## src/rtl/ex_muldiv_unit.sv

```systemverilog
// ex_muldiv_unit: iterative unsigned multiply/divide unit for the EX stage.
// Performs a radix-2 shift-add multiply or a restoring divide, one bit per
// clock, over DATA_WIDTH cycles. busy stalls the front of the pipeline while
// iterating; done pulses for one cycle with result and rd_out for EX/MEM.
//
// Ports:
//   clk     pipeline clock, all state updates on posedge
//   rst     asynchronous, active-low reset
//   start   ID/EX holds a valid mul/div instruction
//   op      00 MUL, 01 MULHU, 10 DIVU, 11 REMU
//   src_a   multiplicand / dividend
//   src_b   multiplier / divisor
//   rd_in   destination register from ID/EX
//   flush   aborts the operation in flight
//   busy    unit occupied (registered, high exactly while iterating)
//   done    one-cycle pulse, result and rd_out valid
//   result  selected result
//   rd_out  destination register of the completed operation
module ex_muldiv_unit #(
  parameter int DATA_WIDTH = 32,
  parameter int CNT_W      = 6
) (
  input  logic                  clk,
  input  logic                  rst,
  input  logic                  start,
  input  logic [1:0]            op,
  input  logic [DATA_WIDTH-1:0] src_a,
  input  logic [DATA_WIDTH-1:0] src_b,
  input  logic [4:0]            rd_in,
  input  logic                  flush,
  output logic                  busy,
  output logic                  done,
  output logic [DATA_WIDTH-1:0] result,
  output logic [4:0]            rd_out
);

  typedef enum logic [1:0] {IDLE, RUN, DONE} state_t;

  localparam logic [CNT_W-1:0] LAST = CNT_W'(DATA_WIDTH - 1);

  state_t                  state;
  logic [CNT_W-1:0]        cnt;
  logic [1:0]              op_q;
  logic [4:0]              rd_q;
  logic [DATA_WIDTH-1:0]   acc_hi;   // product high half / partial remainder
  logic [DATA_WIDTH-1:0]   acc_lo;   // multiplier->product low / dividend->quotient
  logic [DATA_WIDTH-1:0]   opnd;     // multiplicand or divisor
  logic [2*DATA_WIDTH-1:0] step;
  logic [DATA_WIDTH-1:0]   step_hi;
  logic [DATA_WIDTH-1:0]   step_lo;
  logic                    accept;

  // One shift-add step: conditionally add the multiplicand to the high half,
  // then shift the whole {carry, hi, lo} right by one.
  function automatic logic [2*DATA_WIDTH-1:0] mul_step(
    input logic [DATA_WIDTH-1:0] hi,
    input logic [DATA_WIDTH-1:0] lo,
    input logic [DATA_WIDTH-1:0] mcand
  );
    logic [DATA_WIDTH:0] sum;
    sum = {1'b0, hi} + (lo[0] ? {1'b0, mcand} : {(DATA_WIDTH+1){1'b0}});
    return {sum, lo[DATA_WIDTH-1:1]};
  endfunction

  // One restoring-divide step: shift the next dividend bit into the partial
  // remainder, subtract the divisor if it fits and record the quotient bit.
  // The remainder stays below the divisor, so DATA_WIDTH bits always hold it.
  function automatic logic [2*DATA_WIDTH-1:0] div_step(
    input logic [DATA_WIDTH-1:0] hi,
    input logic [DATA_WIDTH-1:0] lo,
    input logic [DATA_WIDTH-1:0] dvsr
  );
    logic [DATA_WIDTH:0] sh;
    logic                ge;
    sh = {hi, lo[DATA_WIDTH-1]};
    ge = (sh >= {1'b0, dvsr});
    if (ge) sh = sh - {1'b0, dvsr};
    return {sh[DATA_WIDTH-1:0], lo[DATA_WIDTH-2:0], ge};
  endfunction

  always_comb begin
    step    = op_q[1] ? div_step(acc_hi, acc_lo, opnd) : mul_step(acc_hi, acc_lo, opnd);
    step_hi = step[2*DATA_WIDTH-1:DATA_WIDTH];
    step_lo = step[DATA_WIDTH-1:0];
  end

  assign accept = start && !flush && (state != RUN);

  always_ff @(posedge clk or negedge rst) begin
    if (!rst) begin
      state  <= IDLE;
      busy   <= 1'b0;
      done   <= 1'b0;
      result <= '0;
      rd_out <= '0;
      cnt    <= '0;
      op_q   <= '0;
      rd_q   <= '0;
      acc_hi <= '0;
      acc_lo <= '0;
      opnd   <= '0;
    end else begin
      done <= 1'b0;
      case (state)
        RUN: begin
          if (flush) begin
            state <= IDLE;
            busy  <= 1'b0;
          end else begin
            acc_hi <= step_hi;
            acc_lo <= step_lo;
            cnt    <= cnt + CNT_W'(1);
            if (cnt == LAST) begin
              state  <= DONE;
              busy   <= 1'b0;
              done   <= 1'b1;
              // MUL/DIVU take the low half, MULHU/REMU the high half.
              result <= op_q[0] ? step_hi : step_lo;
              rd_out <= rd_q;
            end
          end
        end
        default: begin  // IDLE and DONE both accept a new operation
          if (accept) begin
            op_q <= op;
            rd_q <= rd_in;
            cnt  <= '0;
            if (op[1] && (src_b == '0)) begin
              // Divide by zero skips iteration entirely.
              state  <= DONE;
              done   <= 1'b1;
              result <= op[0] ? src_a : '1;
              rd_out <= rd_in;
            end else begin
              state  <= RUN;
              busy   <= 1'b1;
              acc_hi <= '0;
              acc_lo <= op[1] ? src_a : src_b;
              opnd   <= op[1] ? src_b : src_a;
            end
          end else begin
            state <= IDLE;
          end
        end
      endcase
    end
  end

endmodule

```

## config.mk

```make
export PLATFORM = sky130hd
export DESIGN_NAME = ex_muldiv_unit
export DESIGN_NICKNAME = d
export VERILOG_FILES = /design/src/rtl/ex_muldiv_unit.sv
export SDC_FILE = /design/constraint.sdc
export NUM_CORES = 1
export LEC_CHECK = 0
export CORE_MARGIN = 5
export CORE_UTILIZATION = 57
export CTS_BUF_LIST = sky130_fd_sc_hd__clkbuf_2 sky130_fd_sc_hd__clkbuf_4 sky130_fd_sc_hd__clkbuf_8
export CTS_CLUSTER_DIAMETER = 80
export DETAILED_ROUTE_END_ITERATION = 16
export GPL_TIMING_DRIVEN = 0
export PLACE_DENSITY_LB_ADDON = 0.15
export SKIP_CTS_REPAIR_TIMING = 1
export SLEW_MARGIN = 20
export SYNTH_ARGS = -nofsm -noshare
export SYNTH_HDL_FRONTEND = slang
export SYNTH_SLANG_ARGS = --single-unit
```

## constraint.sdc

```tcl
create_clock -name clk -period 4.85 [get_ports clk]
set_clock_uncertainty 0.1 [all_clocks]
set_input_delay 0.485 -clock clk [delete_from_list [all_inputs] [get_ports clk]]
set_output_delay 0.485 -clock clk [all_outputs]
set_load 0.02 [all_outputs]
```

==> results_dict.tcl <==
set metrics [dict create \
    r2r_cells 13 \
    met1_length_um 18360 \
    multiInputGateArea_um2 7565 \
    synthTopCellsByCount "160 x o21ai_0, 159 x a21oi_1, 150 x dfrtp_1" \
    max_freq_ghz 0.2215 \
    drtIter0Drc 1681 \
    whs_endpoint "busy" \
    cp-start-kind "flop" \
    postRouteAntennaNets 0 \
    p_per_area_nw_per_um2 501.1 \
    fin_cells 1858 \
    firstDrtPassIters 6 \
    cp.required_ns 5.08 \
    finalHoldViolCount 0 \
    fp-row-count 52 \
    grt_max_degree 79 \
    ys_async_sr_fraction_pct 100.0 \
    cts_root_buffer "clkbuf_8" \
    routed-wl-met2_um 19500 \
    highest_layer "met4" \
    via_per_inst 6.593 \
    worstHoldStart "flush" \
    yosys.area_share.simple_pct 15.19 \
    cts_buffers 17 \
    antenna_found_initial 1 \
    path_max_fanout 10 \
    num_vias 12250 \
    start_util_pct 58.31 \
    drive_gt1_share_pct 5.416 \
    synth_cell_type_count 73 \
    rr_startpoint "acc_lo[0]" \
    slew_headroom_pct 33.40 \
    wl_um 44870 \
    synth_top_family_by_area "compound AO/OA/AOI/OAI gates" \
    yosys_warnings 0 \
    grt.overflow.total 0 \
    ios 114 \
    fill_cells 1747 \
    cts_max_path_buffers 2 \
    die-area_um2 23820 \
    dp.final_hpwl_um 34560 \
    drc 0 \
    hold_class "input port to flop" \
    hold_ws_ns 0.3368 \
    die_h_um 154.3 \
    syn_nets 1586 \
    dp_cells 1826 \
    finalPower_w 0.006889 \
    status "complete, no violations" \
    avgSynthCellArea_um2 8.224 \
    first_global_vias 11680 \
    routedWlPerCell_um 24.15 \
    maxCapViolCount 0 \
    grt_pass1_wl_um 68300 \
    slew_violations 0 \
    cts.sinks 150 \
    place_congestion 1.014 \
    synth_fa_ha_area_share_pct 7.186 \
    ys_seq_area_share_pct 31.61 \
    end_kind "flop" \
    register_area_um2 3754 \
    min_period_ns 4.514 \
    synth.most_common_cell "o21ai_0" \
    syn_area_um2 11880 \
    rr_endpoint "acc_hi[28]" \
    synthCells 1444 \
    synthMuxAreaShare_pct 9.957 \
    wl_met3_um 5223 \
    fin_crit_sh_pct 93.07 \
    worstSetupPathType "flop to flop" \
    diodes 0 \
    die_x_um 154.3 \
    r2r_setup_slack_ns 0.34 \
    synth.area.top_cells "dfrtp_1 32%, ha_1 6.8%, mux2i_1 6.8%" \
    synth_compound_area_share_pct 27.45 \
    insertion_delay_ns 0.48 \
    cts-htree-levels 4 \
    numPortBuffers 111 \
    ys_ff_latch 150 \
    path_clk_slew_ns 0.10 \
    rsz0062_at_grt "false" \
    hold_path_depth 2 \
    tightest_slew_ns 0.9990 \
    synth_ff_type "dfrtp_1" \
    syn2layout_area_growth_pct 15.76 \
    setup_viol 0 \
    synth_top_area_share_pct 31.61 \
    grtUsageTotal_pct 37.03 \
    synth_top_area_cell "dfrtp_1" \
    synth_xor_area_share_pct 3.835 \
    core-area_um2 20360 \
    arrival_ns 4.74 \
    nNetsFinal 1718 \
    ir_worst_vdd_mv 0.2511 \
    power.leakage_nw 6.133 \
    tritoncts "built" \
    synth_edf_count 0 \
]
## placed cells by master (no fill, tap or decap), types with 7 or more instances in the layout
cell type        synthesis  routed
nand4_1                 13      13
dfrtp_1                150     150
a41oi_1                  7       7
buf_1                    8       8
inv_1                   51      51
nor2_1                 116     116
nand2b_1                12      12
clkbuf_8                 0      17
xor2_1                  15      15
ha_1                    65      65
o21bai_1                 8       8
a31oi_1                 14      14
and2_1                  31      31
nor4_1                   9       9
nor2b_1                 25      25
clkdlybuf4s50_1          0     110
nand2_1                116     116
mux2i_1                 81      81
mux2_2                  25      25
xnor2_1                 37      37
a211oi_1                38      38
o21a_1                  15      15
o211ai_1                12      12
clkbuf_1                75      74
o21ai_0                160     160
o21ai_1                 14      14
a21o_1                  45      45
a22o_1                  14      14
nand3_1                 23      23
a21oi_1                159     159
nor3_1                  17      16
## cell families after synthesis
kind of cell	after synthesis
DFF	150
xor gates and xnor gates	52
muxes	111
and+or+nand+nor	385
adders and majority gates	67
AOI/OAI and AO/OA	535
buffers and inverters	144
## per-stage QoR
step | util [%] | setup WS [ns] | instance area (um2) | setup TNS (ns)
3_3_place_gp | 65.43 | -3.064 | 13320 | -456.92
2_1_floorplan | - | 1.622 | 11880 | 0
4_1_cts | 67.42 | 0.1142 | 13730 | 0
5_1_grt | 67.50 | 0.05253 | 13750 | 0
6_report | 67.50 | 0.3362 | 13750 | 0
3_5_place_dp | 65.61 | 0.1421 | 13360 | 0
## how the worst max path moves through the flow
stage	cells after the start	to	slack [ns]	from
after global routing	13	acc_hi[28]	0.05	acc_lo[0]
after CTS	13	result[29]	0.11	acc_lo[0]
final	13	acc_hi[28]	0.34	acc_lo[0]
after global placement	1	acc_hi[8]	-3.06	rst
after detailed placement	13	result[27]	0.14	acc_lo[0]
after floorplan	13	acc_hi[29]	1.62	acc_lo[0]
## layout make-up
| cell class | instances | share of cell area (%) |
|---|---|---|
| Buffer | 92 | 2.712 |
| Clock buffer | 17 | 1.702 |
| Clock inverter | 14 | 0.9830 |
| Inverter | 52 | 1.420 |
| Multi-Input combinational cell | 1150 | 55.03 |
| Sequential cell | 150 | 27.31 |
| Tap cell | 270 | 2.457 |
| Timing Repair Buffer | 113 | 8.392 |
## per-layer routing
| layer | vias up | global-route usage (%) |
|---|---|---|
| li1 | 5516 | - |
| met1 | 5798 | 51.38 |
| met2 | 801 | 55.72 |
| met3 | 135 | 10.03 |
| met4 | 0 | 13.71 |
| met5 | - | 0 |
## worst max-delay path: stages (launching register included)
cell	delay [ns]
dfrtp_1	0.54
clkbuf_1	0.39
and2_1	0.19
ha_1	0.29
a2111oi_0	0.36
o21ai_0	0.25
a21oi_1	0.36
a21oi_1	0.26
a41oi_1	0.43
a311oi_1	0.20
xnor2_1	0.25
nor2_1	0.07
a311oi_1	0.53
o22ai_1	0.14
## where the power goes
group	switching (W)	total (W)	internal, W	leakage [nW]
Clock	0.000592	0.000967	0.000375	0.183
Sequential	0.000342	0.00186	0.00152	1.87
Combinational	0.00250	0.00406	0.00155	4.08
## registers in the layout (all words and copies together) (netlist names)
name,count
op_q,2
result,32
state,2
rd_out,5
done,1
acc_lo,32
busy,1
acc_hi,32
cnt,6
rd_q,5
opnd,32
Note: power is estimated with default switching activity, not from simulation.
